===== src/rtl/conv_operand_loader_if.sv =====
// Operand-loader bus: byte stream in, kernel/window SRAM write ports and convolver handshake out.
interface conv_operand_loader_if #(
   parameter int unsigned DATA_WIDTH      = 8,
   parameter int unsigned SRAM_ADDR_WIDTH = 4
);
   logic                       load;
   logic                       reuse_kernel;
   logic                       valid;
   logic [DATA_WIDTH-1:0]      data;
   logic                       ready;
   logic                       kernel_we;
   logic [5:0]                 kernel_addr;
   logic [DATA_WIDTH-1:0]      kernel_data;
   logic                       window_we;
   logic [SRAM_ADDR_WIDTH-1:0] window_addr;
   logic [DATA_WIDTH-1:0]      window1_data;
   logic [DATA_WIDTH-1:0]      window2_data;
   logic                       start;
   logic                       done;
   logic                       busy;

   // The loader itself.
   modport slave (
      input  load, reuse_kernel, valid, data, done,
      output ready, kernel_we, kernel_addr, kernel_data,
             window_we, window_addr, window1_data, window2_data,
             start, busy
   );

   // Stream source / convolver side.
   modport master (
      output load, reuse_kernel, valid, data, done,
      input  ready, kernel_we, kernel_addr, kernel_data,
             window_we, window_addr, window1_data, window2_data,
             start, busy
   );
endinterface


===== src/rtl/conv_operand_loader.sv =====
// Writes K*K kernel bytes, then K*K paired window bytes, into the convolver's operand SRAMs,
// then pulses start and waits for done; a held kernel may be reused to skip the kernel phase.
module conv_operand_loader #(
   parameter int unsigned KERNEL_SIZE     = 3,
   parameter int unsigned DATA_WIDTH      = 8,
   parameter int unsigned SRAM_ADDR_WIDTH = 4
) (
   input logic                  i_clk,
   input logic                  i_rst,
   conv_operand_loader_if.slave bus
);
   localparam int unsigned N = KERNEL_SIZE * KERNEL_SIZE;
   localparam logic [5:0]                 K_LAST = 6'(N - 1);
   localparam logic [SRAM_ADDR_WIDTH-1:0] P_LAST = SRAM_ADDR_WIDTH'(N - 1);

   typedef enum logic [2:0] {
      IDLE,
      LOAD_KERNEL,
      LOAD_WIN,
      START,
      WAIT_DONE
   } state_t;

   state_t                     state;
   logic [5:0]                 kcnt;
   logic [SRAM_ADDR_WIDTH-1:0] pcnt;
   logic                       phase;
   logic                       kernel_held;
   logic [DATA_WIDTH-1:0]      hold;

   logic                       ready;
   logic                       accept;

   logic                       kernel_we;
   logic [5:0]                 kernel_addr;
   logic [DATA_WIDTH-1:0]      kernel_data;
   logic                       window_we;
   logic [SRAM_ADDR_WIDTH-1:0] window_addr;
   logic [DATA_WIDTH-1:0]      window1_data;
   logic [DATA_WIDTH-1:0]      window2_data;
   logic                       start;

   always_comb begin
      ready  = (state == LOAD_KERNEL) || (state == LOAD_WIN);
      accept = bus.valid && ready;
   end

   always_ff @(posedge i_clk) begin
      if (i_rst) begin
         state        <= IDLE;
         kcnt         <= '0;
         pcnt         <= '0;
         phase        <= 1'b0;
         kernel_held  <= 1'b0;
         hold         <= '0;
         kernel_we    <= 1'b0;
         kernel_addr  <= '0;
         kernel_data  <= '0;
         window_we    <= 1'b0;
         window_addr  <= '0;
         window1_data <= '0;
         window2_data <= '0;
         start        <= 1'b0;
      end else begin
         kernel_we <= 1'b0;
         window_we <= 1'b0;
         start     <= 1'b0;
         case (state)
            IDLE: begin
               if (bus.load) begin
                  kcnt  <= '0;
                  pcnt  <= '0;
                  phase <= 1'b0;
                  state <= (bus.reuse_kernel && kernel_held) ? LOAD_WIN : LOAD_KERNEL;
               end
            end
            LOAD_KERNEL: begin
               if (accept) begin
                  kernel_we   <= 1'b1;
                  kernel_addr <= kcnt;
                  kernel_data <= bus.data;
                  if (kcnt == K_LAST) begin
                     kernel_held <= 1'b1;
                     state       <= LOAD_WIN;
                  end else begin
                     kcnt <= kcnt + 6'd1;
                  end
               end
            end
            LOAD_WIN: begin
               // Even beats are parked in hold so both window SRAMs get one shared write per pair.
               if (accept) begin
                  if (!phase) begin
                     hold  <= bus.data;
                     phase <= 1'b1;
                  end else begin
                     window_we    <= 1'b1;
                     window_addr  <= pcnt;
                     window1_data <= hold;
                     window2_data <= bus.data;
                     phase        <= 1'b0;
                     if (pcnt == P_LAST) begin
                        state <= START;
                     end else begin
                        pcnt <= pcnt + SRAM_ADDR_WIDTH'(1);
                     end
                  end
               end
            end
            START: begin
               start <= 1'b1;
               state <= WAIT_DONE;
            end
            WAIT_DONE: begin
               if (bus.done) begin
                  state <= IDLE;
               end
            end
            default: state <= IDLE;
         endcase
      end
   end

   assign bus.ready        = ready;
   assign bus.busy         = (state != IDLE);
   assign bus.kernel_we    = kernel_we;
   assign bus.kernel_addr  = kernel_addr;
   assign bus.kernel_data  = kernel_data;
   assign bus.window_we    = window_we;
   assign bus.window_addr  = window_addr;
   assign bus.window1_data = window1_data;
   assign bus.window2_data = window2_data;
   assign bus.start        = start;
endmodule


===== src/flat_wrapper.sv =====
// flat-port wrapper written by rule: the top's interface ports become plain ports
module conv_operand_loader_flat 
#(
   parameter int unsigned KERNEL_SIZE     = 3,
   parameter int unsigned DATA_WIDTH      = 8,
   parameter int unsigned SRAM_ADDR_WIDTH = 4
)
  (i_clk, i_rst, bus_load, bus_reuse_kernel, bus_valid, bus_data, bus_done, bus_ready, bus_kernel_we, bus_kernel_addr, bus_kernel_data, bus_window_we, bus_window_addr, bus_window1_data, bus_window2_data, bus_start, bus_busy);
  conv_operand_loader_if #(.DATA_WIDTH(DATA_WIDTH), .SRAM_ADDR_WIDTH(SRAM_ADDR_WIDTH)) bus_i ();
  input logic i_clk;
  input logic i_rst;
  input wire logic [$bits(bus_i.load)-1:0] bus_load;
  input wire logic [$bits(bus_i.reuse_kernel)-1:0] bus_reuse_kernel;
  input wire logic [$bits(bus_i.valid)-1:0] bus_valid;
  input wire logic [$bits(bus_i.data)-1:0] bus_data;
  input wire logic [$bits(bus_i.done)-1:0] bus_done;
  output wire logic [$bits(bus_i.ready)-1:0] bus_ready;
  output wire logic [$bits(bus_i.kernel_we)-1:0] bus_kernel_we;
  output wire logic [$bits(bus_i.kernel_addr)-1:0] bus_kernel_addr;
  output wire logic [$bits(bus_i.kernel_data)-1:0] bus_kernel_data;
  output wire logic [$bits(bus_i.window_we)-1:0] bus_window_we;
  output wire logic [$bits(bus_i.window_addr)-1:0] bus_window_addr;
  output wire logic [$bits(bus_i.window1_data)-1:0] bus_window1_data;
  output wire logic [$bits(bus_i.window2_data)-1:0] bus_window2_data;
  output wire logic [$bits(bus_i.start)-1:0] bus_start;
  output wire logic [$bits(bus_i.busy)-1:0] bus_busy;
  assign bus_i.load = bus_load;
  assign bus_i.reuse_kernel = bus_reuse_kernel;
  assign bus_i.valid = bus_valid;
  assign bus_i.data = bus_data;
  assign bus_i.done = bus_done;
  assign bus_ready = bus_i.ready;
  assign bus_kernel_we = bus_i.kernel_we;
  assign bus_kernel_addr = bus_i.kernel_addr;
  assign bus_kernel_data = bus_i.kernel_data;
  assign bus_window_we = bus_i.window_we;
  assign bus_window_addr = bus_i.window_addr;
  assign bus_window1_data = bus_i.window1_data;
  assign bus_window2_data = bus_i.window2_data;
  assign bus_start = bus_i.start;
  assign bus_busy = bus_i.busy;
  conv_operand_loader #(.KERNEL_SIZE(KERNEL_SIZE), .DATA_WIDTH(DATA_WIDTH), .SRAM_ADDR_WIDTH(SRAM_ADDR_WIDTH)) u_core (.i_clk(i_clk), .i_rst(i_rst), .bus(bus_i));
endmodule

===== config.mk =====
export PLATFORM = sky130hd
export DESIGN_NAME = conv_operand_loader_flat
export DESIGN_NICKNAME = d
export VERILOG_FILES = /design/src/rtl/conv_operand_loader_if.sv /design/src/rtl/conv_operand_loader.sv /design/src/flat_wrapper.sv
export SDC_FILE = /design/constraint.sdc
export NUM_CORES = 1
export LEC_CHECK = 0
export ABC_AREA = 1
export CAP_MARGIN = 20
export CORE_ASPECT_RATIO = 0.9
export CORE_UTILIZATION = 45
export CTS_CLUSTER_DIAMETER = 150
export DETAILED_ROUTE_END_ITERATION = 8
export GPL_TIMING_DRIVEN = 0
export PLACE_DENSITY_LB_ADDON = 0.1
export RECOVER_POWER = 50
export SYNTH_ARGS = -nofsm -noshare
export SYNTH_HDL_FRONTEND = slang
export SYNTH_SLANG_ARGS = --single-unit

===== constraint.sdc =====
create_clock -name i_clk -period 1.2 [get_ports i_clk]
set_input_delay 0.24 -clock i_clk [delete_from_list [all_inputs] [get_ports i_clk]]
set_output_delay 0.24 -clock i_clk [all_outputs]
set_load 0.01 [all_outputs]

==> results of run 1 <==
==> flip-flops by register name, summed over array words and instances, names as in the netlist <==
name / flops
u_core.hold: 8
u_core.bus.kernel_we: 1
u_core.kcnt: 6
u_core.bus.window_we: 1
u_core.phase: 1
u_core.bus.kernel_data: 8
u_core.state: 3
u_core.bus.window2_data: 8
u_core.kernel_held: 1
u_core.pcnt: 4
u_core.bus.start: 1
u_core.bus.window1_data: 8
u_core.bus.window_addr: 4
u_core.bus.kernel_addr: 6
==> worst max-delay path, stage by stage (launching register included) <==
cell	delay (ps)
dfxtp_4	370
nor3_4	290
nand2_2	130
buf_6	160
inv_8	70
clkbuf_16	150
o21ai_2	50
a21oi_1	140
==> synthesized netlist by cell type, drive strengths merged <==
| library cell | number | area [sq um] |
|---|---|---|
| a21oi | 40 | 215 |
| buf | 9 | 66.3 |
| clkbuf | 7 | 36.3 |
| dfxtp | 60 | 1200 |
| ha | 4 | 50.1 |
| inv | 26 | 100 |
| nand2 | 73 | 292 |
| nand3 | 39 | 200 |
| nand4 | 2 | 12.5 |
| nor2 | 49 | 191 |
| nor3 | 2 | 21.3 |
| o21a | 1 | 7.51 |
| o21ai | 22 | 121 |
| o21bai | 1 | 7.51 |
| xor2 | 2 | 17.5 |
==> per-layer routing <==
metal	vias up	part of all wire
met1	1278	0.44
met2	67	0.49
met5	-	0
li1	1282	-
met3	13	0.059
met4	0	0.014
==> logic make-up (layout without fill, tap and decap cells) <==
kind of cell,Yosys count,after routing,share of synthesized area
AO/OA/AOI/OAI,64,64,0.138
XOR/XNOR,2,2,0.00690
adder cells (fa/ha/maj),4,4,0.0197
buffers and inverters,42,138,0.0798
flip-flops,60,60,0.473
AND/OR/NAND/NOR,165,165,0.282
==> power by group <==
| group | internal [mW] | switching, mW |
|---|---|---|
| registers | 2.30 | 0.274 |
| logic | 1.73 | 2.02 |
| clock network | 1.33 | 0.794 |
| total | 5.36 | 3.09 |
==> final timing paths <==
| kind | endpoint | slack (ps) | cells after the start |
|---|---|---|---|
| setup / recovery | u_core.bus.kernel_addr[5]$_SDFFE_PP0P_ | -240 | 7 |
| setup reg to reg | u_core.bus.kernel_addr[5]$_SDFFE_PP0P_ | -240 | 7 |
| hold / removal | u_core.bus.window1_data[3]$_SDFFE_PP0P_ | 190 | 2 |
| hold reg to reg | u_core.bus.window_addr[1]$_SDFFE_PP0P_ | 460 | 2 |
==> layout make-up <==
type | instances | area, sq um | area share
multi-input cells | 235 | 1660 | 0.400
flip-flops and latches | 60 | 1220 | 0.296
repair buffers | 79 | 643 | 0.155
clock buffers | 12 | 165 | 0.0399
plain buffers | 16 | 158 | 0.0381
inverters | 26 | 130 | 0.0314
well taps | 67 | 83.8 | 0.0202
clock inverters | 4 | 70.1 | 0.0169
repair inverters | 1 | 7.51 | 0.00181
==> timing repair <==
item | 4_1_cts | 5_1_grt
buffers inserted | 15 | 9
setup endpoints to repair | 95 | 93
gates resized for setup | 170 | 143
pin swaps | 16 | 31
cloned | 4 | 2
==> through the flow <==
step | cell area, sq um | utilization | TNS, ps | std cells | setup slack (ps)
after detailed placement | 3170 | 0.592 | -21840 | 455 | -614
after global routing | 4140 | 0.774 | -13510 | 500 | -318
after CTS | 3870 | 0.724 | -6300 | 490 | -190
after floorplan | 2570 | - | -108 | 337 | -14.4
after global placement | 3170 | 0.592 | -21370 | 455 | -607
final | 4140 | 0.774 | -9600 | 500 | -240
==> results.md, run 1 <==
- The synthesized netlist contains 28 unique library cells.
- The commonest non-fill, non-tap cell in the layout is dfxtp_1.
- In the synthesized netlist, the number of instances is 337.
- The highest ir drop seen on vdd is between 0.0015 and 0.002 V.
- The number of DRC markers in iteration 0 is ~180.
- The data required time of the critical path is 1470 ps.
- The total of warnings raised by yosys is 0.
- Across every metal layer, demand over resource in global routing totals 0.254.
- 0 antenna diodes ended up in the layout.
- At the pin with the least slew margin, the transition time is a little under 800 ps.
- The clock root buffer master is clkbuf_8.
- The detailed-routing iteration count for the pre-antenna-repair pass is 4.
- The number of global-route vias before repair is 2389.
- The hold violation count in the final report is 0.
- The final-report setup violation count is 58.
- In the global route stage, met3 resource usage came out at 0.0683.
- The H-tree depth is 3.
- The source of the worst hold timing path is i_rst.
- At the worst endpoint, the arrival time is roughly 1700 ps.
- The clock tree from TritonCTS is done.
- The overall power is 8.45 mW.
- The overall overflow remaining after global route is 0.
- In this run, synthesis produced a sequential element count of 60.
- The period utilization is 1.20.
- After filler insertion, the fill cell instance count of the layout stands at between 300 and 400.
- The clock net in this run drives a total of 60 sinks.
- The busiest metal layer after global routing is met2.
- For this configuration, the core starts out at a cell density of 0.475.
- At the later pin of the worst-skew pair, clock insertion delay measures 350 ps.
- The antenna violation net count after detailed routing is 0.
- The chip width is just over 80 um.
- The mean number of vias per cell is 5.28.
- The die boundary height is 73.3 um.
- The checks that failed: negative setup slack.
- The type of the worst min-delay path is in -> reg.
- The kind of critical path is reg -> reg.
- The number of nets in the finished design is 446.
- Setup repair after global routing could not meet its margin everywhere.
- Of the cells placed in the final design, the portion with a size suffix greater than 1 is 0.513.
- The number of buffers added on ports is slightly above 50.
- On the final layout, the worst clock skew is 8.92 ps.
- Wires add up to 7.74 mm.
- The initialized floorplan defines 25 standard-cell rows.
- Hold timing on the final database bottoms out at a slack of 194 ps.
- The worst register-to-register path begins at u_core.state[2]$_SDFFE_PP0P_.
- For the finished layout, the period the worst path requires is 1440 ps.
- The region available for standard cell placement spans between 5000 and 6000 sq um.
- In the routed design, unresolved DRC markers number 0.
- The final max-slew violation count is 0.
- The standby leakage power is 1.61 nW.
- The number of CTS-inserted buffers is 9.
- Across the run, the number of max-cap violations was 0.
- The global routing met1 resource utilization is 0.326.
- The run finished, with violations left.
- The average wire per cell in the routed design is 15.5 um.
- STA classifies the critical path startpoint as a flop.
- The global routing usage on met2 is 0.407.
- Routability-driven placement finished with a final weighted congestion of roughly 0.9.
- In this run the worst path has a maximum fanout of 6.
- The library cells used most frequently in the layout, excluding fill and tap cells, are dfxtp_1, nor2_1, nand3_1, a21oi_2, nand2_2.
- The post-synthesis average cell area is 7.54 sq um.
- The die outline area is 5950 sq um.
- For this design the top-level I/O count stands at 53.
- The deepest clock path buffer count is 2.
- Hold repair after CTS inserted 0 buffers.
- The CTS clock-pin slew for the worst setup and hold paths is about 70 ps.
- The power density normalized to cell area is between 2000 and 2500 nW/um^2.
- The kind of end point of the critical path is a flop.
- For this run, the register share of the synthesized area comes to 0.473.
- The area overhead of the layout relative to synthesis is 63.0%.
- Measured against its own limit, the worst slew margin works out to 0.478.
- The number of nets in the synthesized netlist is 355.
- The largest net degree at the start of global routing is 11.
- The HPWL reported at the end of detailed placement is 4.27 mm.
- Derived from the worst setup path, the maximum achievable clock frequency is 695 MHz.
- The launch point of the worst path is u_core.state[2]$_SDFFE_PP0P_.
- The worst path setup slack after routing is -240 ps.
- The global-route wire length before repair is 11.3 mm.
- The synthesized cell area is 2540 sq um.
- Across all layers, the routed design uses about 2600 vias.
- The number of antenna violations at the first check in global routing came to 0.
Power figures use the tool's default switching activity.
==> run 2: changes to the inputs <==
--- a/config.mk
+++ b/config.mk
@@ -7,8 +7,11 @@
 export LEC_CHECK = 0
 export ABC_AREA = 1
 export CAP_MARGIN = 20
+export CELL_PAD_IN_SITES_DETAIL_PLACEMENT = 0
+export CELL_PAD_IN_SITES_GLOBAL_PLACEMENT = 2
 export CORE_ASPECT_RATIO = 0.9
-export CORE_UTILIZATION = 45
+export CORE_MARGIN = 2
+export CORE_UTILIZATION = 26
 export CTS_CLUSTER_DIAMETER = 150
 export DETAILED_ROUTE_END_ITERATION = 8
 export GPL_TIMING_DRIVEN = 0
==> run 2 against run 1 <==
The run still ends with negative setup slack left. Via count down 1.9%. Total power is 3.5% higher. Final area grew 6.5%. Clock skew up 0.78 ps. Sequential cell count did not move. Setup slack improved by 42 ps. Cell count rose by 14%. Clock power is 2% lower. Die area increased by 78%. Hold slack improved by 38 ps. Wire length rose by 6.3%. Critical path type unchanged. Highest routed layer unchanged.
==> results.md, run 2 (synthesis gave the netlist of run 1 again) <==
- The count of unresolved DRC violations after routing is 0 (unchanged).
- The largest stage delay on the critical path is 380 ps (was 370 ps).
- The clock root buffer master is clkbuf_8 (unchanged).
- RSZ-0062 raised after global routing: true (unchanged).
- The die boundary height is 97.8 um (was 73.3 um).
- The data required time of the critical path is 1400 ps (was 1470 ps).
- The setup TNS is -7310 ps (was -9600 ps).
- The number of CTS-inserted buffers is 9 (unchanged).
- In this design, the critical path's most frequently occurring cell is buf_8.
- The global-route wire length before repair is 13.4 mm (was 11.3 mm).
- The overall overflow remaining after global route is 0 (unchanged).
- The commonest non-fill, non-tap cell in the layout is dfxtp_1 (unchanged).
- The number of buffers added on ports is 51 (unchanged).
- The placement row count is 34 (was 25).
- The slowest stage cell on the critical path is dfxtp_4 (unchanged).
- The standby leakage power is 1.65 nW (was 1.61 nW).
- The final-report setup violation count is 59 (was 58).
- The CTS clock-pin slew for the worst setup and hold paths is 70 ps (about the same).
- The worst path setup slack after routing came to -198 ps (was -240 ps).
- The chip width was 108 um (was 81.2 um).
- The critical path arrival is 1600 ps (was 1710 ps).
- The final max-slew violation count was 0 (unchanged).
- The top metal layer carrying routed signals is met4 (unchanged).
- The slew of the pin with the lowest slew margin was 693 ps (was 783 ps).
- The kind of critical path was reg -> reg (unchanged).
- The number of global-route vias before repair is 2598 (was 2389).
- Worst path cell trace: nor2_4 > nand2_4 > inv_6 > buf_12 > buf_8 > nand2_8 > buf_8 > nand2_2 > a21oi_2 (was nor3_4 > nand2_2 > buf_6 > inv_8 > clkbuf_16 > o21ai_2 > a21oi_1).
- The setup slack at placement was -669 ps (was -614 ps).
- The worst-case clock skew was 9.70 ps (was 8.92 ps).
- The number of diodes came to 0 (unchanged).
- The detailed-routing iteration count for the pre-antenna-repair pass came to 4 (unchanged).
- The largest net degree at the start of global routing is 12 (was 11).
- The source-to-sink clock delay at the later pin of the worst-skew pair is 340 ps (was 350 ps).
- The overall power is 8.74 mW (was 8.45 mW).
- The met3 routed wirelength is 283 um (was 460 um).
- The clock period minus final worst setup slack is 1400 ps (was 1440 ps).
- The number of nets in the finished design is 455 (was 446).
- The number of filler instances in the final layout is 971 (was 362).
- Violated checks: negative setup slack (unchanged).
- The kind of launch point of the worst setup path is a flop (unchanged).
- The kind of end point of the critical path is a flop (unchanged).
- The initial cell density of the core is 0.265 (was 0.475).
- The type of the worst min-delay path is in -> reg (unchanged).
- The average wire per cell in the routed design is 14.5 um (was 15.5 um).
- The die outline area is 10600 sq um (was 5950 sq um).
- Result of the run: finished, violations left (unchanged).
- The proportion of layout cells with a drive suffix above 1 is 0.509 (was 0.513).
- The global routing usage summed across all routing layers is 0.164 (was 0.254).
- The routed wire length is 8.23 mm (was 7.74 mm).
- The total met2 wirelength after detailed routing is 3.73 mm (was 3.79 mm).
- The power density normalized to cell area is 1980 nW/um^2 (was 2040 nW/um^2).
- The number of I/O pins came to 53 (unchanged).
- The maximum net fanout on the critical path is 5 (was 6).
- The number of sinks handled by clock tree synthesis is 60 (unchanged).
- The mean number of vias per cell is 4.56 (was 5.28).
- The reported max-cap violation count was 0 (unchanged).
- The clock tree from TritonCTS is done (unchanged).
- The number of DRC markers in iteration 0 is 69 (was 175).
- The deepest clock path buffer count came to 2 (unchanged).
- The H-tree depth is 3 (unchanged).
- Most frequent cells in the layout: dfxtp_1, nor2_1, nand2_1, nand3_1, a21oi_2 (was dfxtp_1, nor2_1, nand3_1, a21oi_2, nand2_2).
- The antenna violation net count after detailed routing is 0 (unchanged).
- The met1 layer wirelength in the final routing is 4.08 mm (was 3.38 mm).
- The period utilization is 1.16 (was 1.20).
- The area overhead of the layout relative to synthesis is 73.5% (was 63.0%).
- The HPWL reported at the end of detailed placement is 5.25 mm (was 4.27 mm).
- The final design instance area without fill is 4410 sq um (was 4140 sq um).
- The share of the core filled with cells in the final layout was 0.461 (was 0.774).
- The maximum operating frequency was 716 MHz (was 695 MHz).
- The relative slew slack is 0.538 (was 0.478).
- The area of placed instances was 3240 sq um (was 3170 sq um).
- The placeable core region came to 9570 sq um (was 5350 sq um).
- The highest ir drop seen on vdd is 0.000833 V (was 0.00199 V).
- The number of antenna violations at the first check in global routing was 0 (unchanged).
- The vias after detailed routing is 2591 (was 2640).
- The final weighted congestion of routability-driven global placement came to 0.765 (was 0.924).
- The hold violation count in the final report is 0 (unchanged).
run 2: worst max-delay path, delay by kind of cell (launching register included):
kind	cells	cell delay [ps]
DFF	1	380
AOI/OAI and AO/OA	1	50
and+or+nand+nor	4	380
buffers and inverters	4	440
run 2: metal layers:
layer | global-route usage | vias up
li1 | - | 1305
met1 | 0.221 | 1231
met3 | 0.0481 | 10
met2 | 0.247 | 45
met4 | 0.0631 | 0
met5 | 0 | -
run 2: stage by stage:
stage | hold WS (ps) | cells
floorplan | 403 | 337
global route | 241 | 568
CTS | 230 | 566
finish | 232 | 568
global placement | 451 | 514
detailed placement | 455 | 514
run 2: where the power goes:
group / internal (mW) / switching (mW) / total [mW]
clock network: 1.23 / 0.864 / 2.09
registers: 2.31 / 0.259 / 2.57
logic: 1.97 / 2.11 / 4.08
run 2: final timing paths:
check | startpoint | end | slack [ps] | cells past startpoint
setup / recovery | u_core.state[2]$_SDFFE_PP0P_ | u_core.bus.window_addr[3]$_SDFFE_PP0P_ | -200 | 9
hold / removal | i_rst | u_core.bus.window2_data[7]$_SDFFE_PP0P_ | 230 | 2
setup reg to reg | u_core.state[2]$_SDFFE_PP0P_ | u_core.bus.window_addr[3]$_SDFFE_PP0P_ | -200 | 9
hold reg to reg | u_core.bus.window2_data[3]$_SDFFE_PP0P_ | u_core.bus.window2_data[3]$_SDFFE_PP0P_ | 460 | 2
run 2: layout make-up:
cell class,count,area [sq um],share of cell area
sequential,60,1240,0.282
timing repair buffer,89,870,0.197
timing repair inverter,1,7.51,0.00170
clock buffer,10,138,0.0312
clock inverter,6,86.3,0.0196
tap,126,158,0.0358
inverter,26,145,0.0329
buffer,15,140,0.0318
multi-input combinational,235,1620,0.368
run 2: repair_timing:
action | 4_1_cts | 5_1_grt
resized for setup | 211 | 114
gates cloned | 7 | 0
hold buffers | 0 | 0
endpoints found under the setup margin | 95 | 89
buffers inserted | 29 | 4
hold endpoints to repair | 0 | 0
pin swaps | 22 | 24
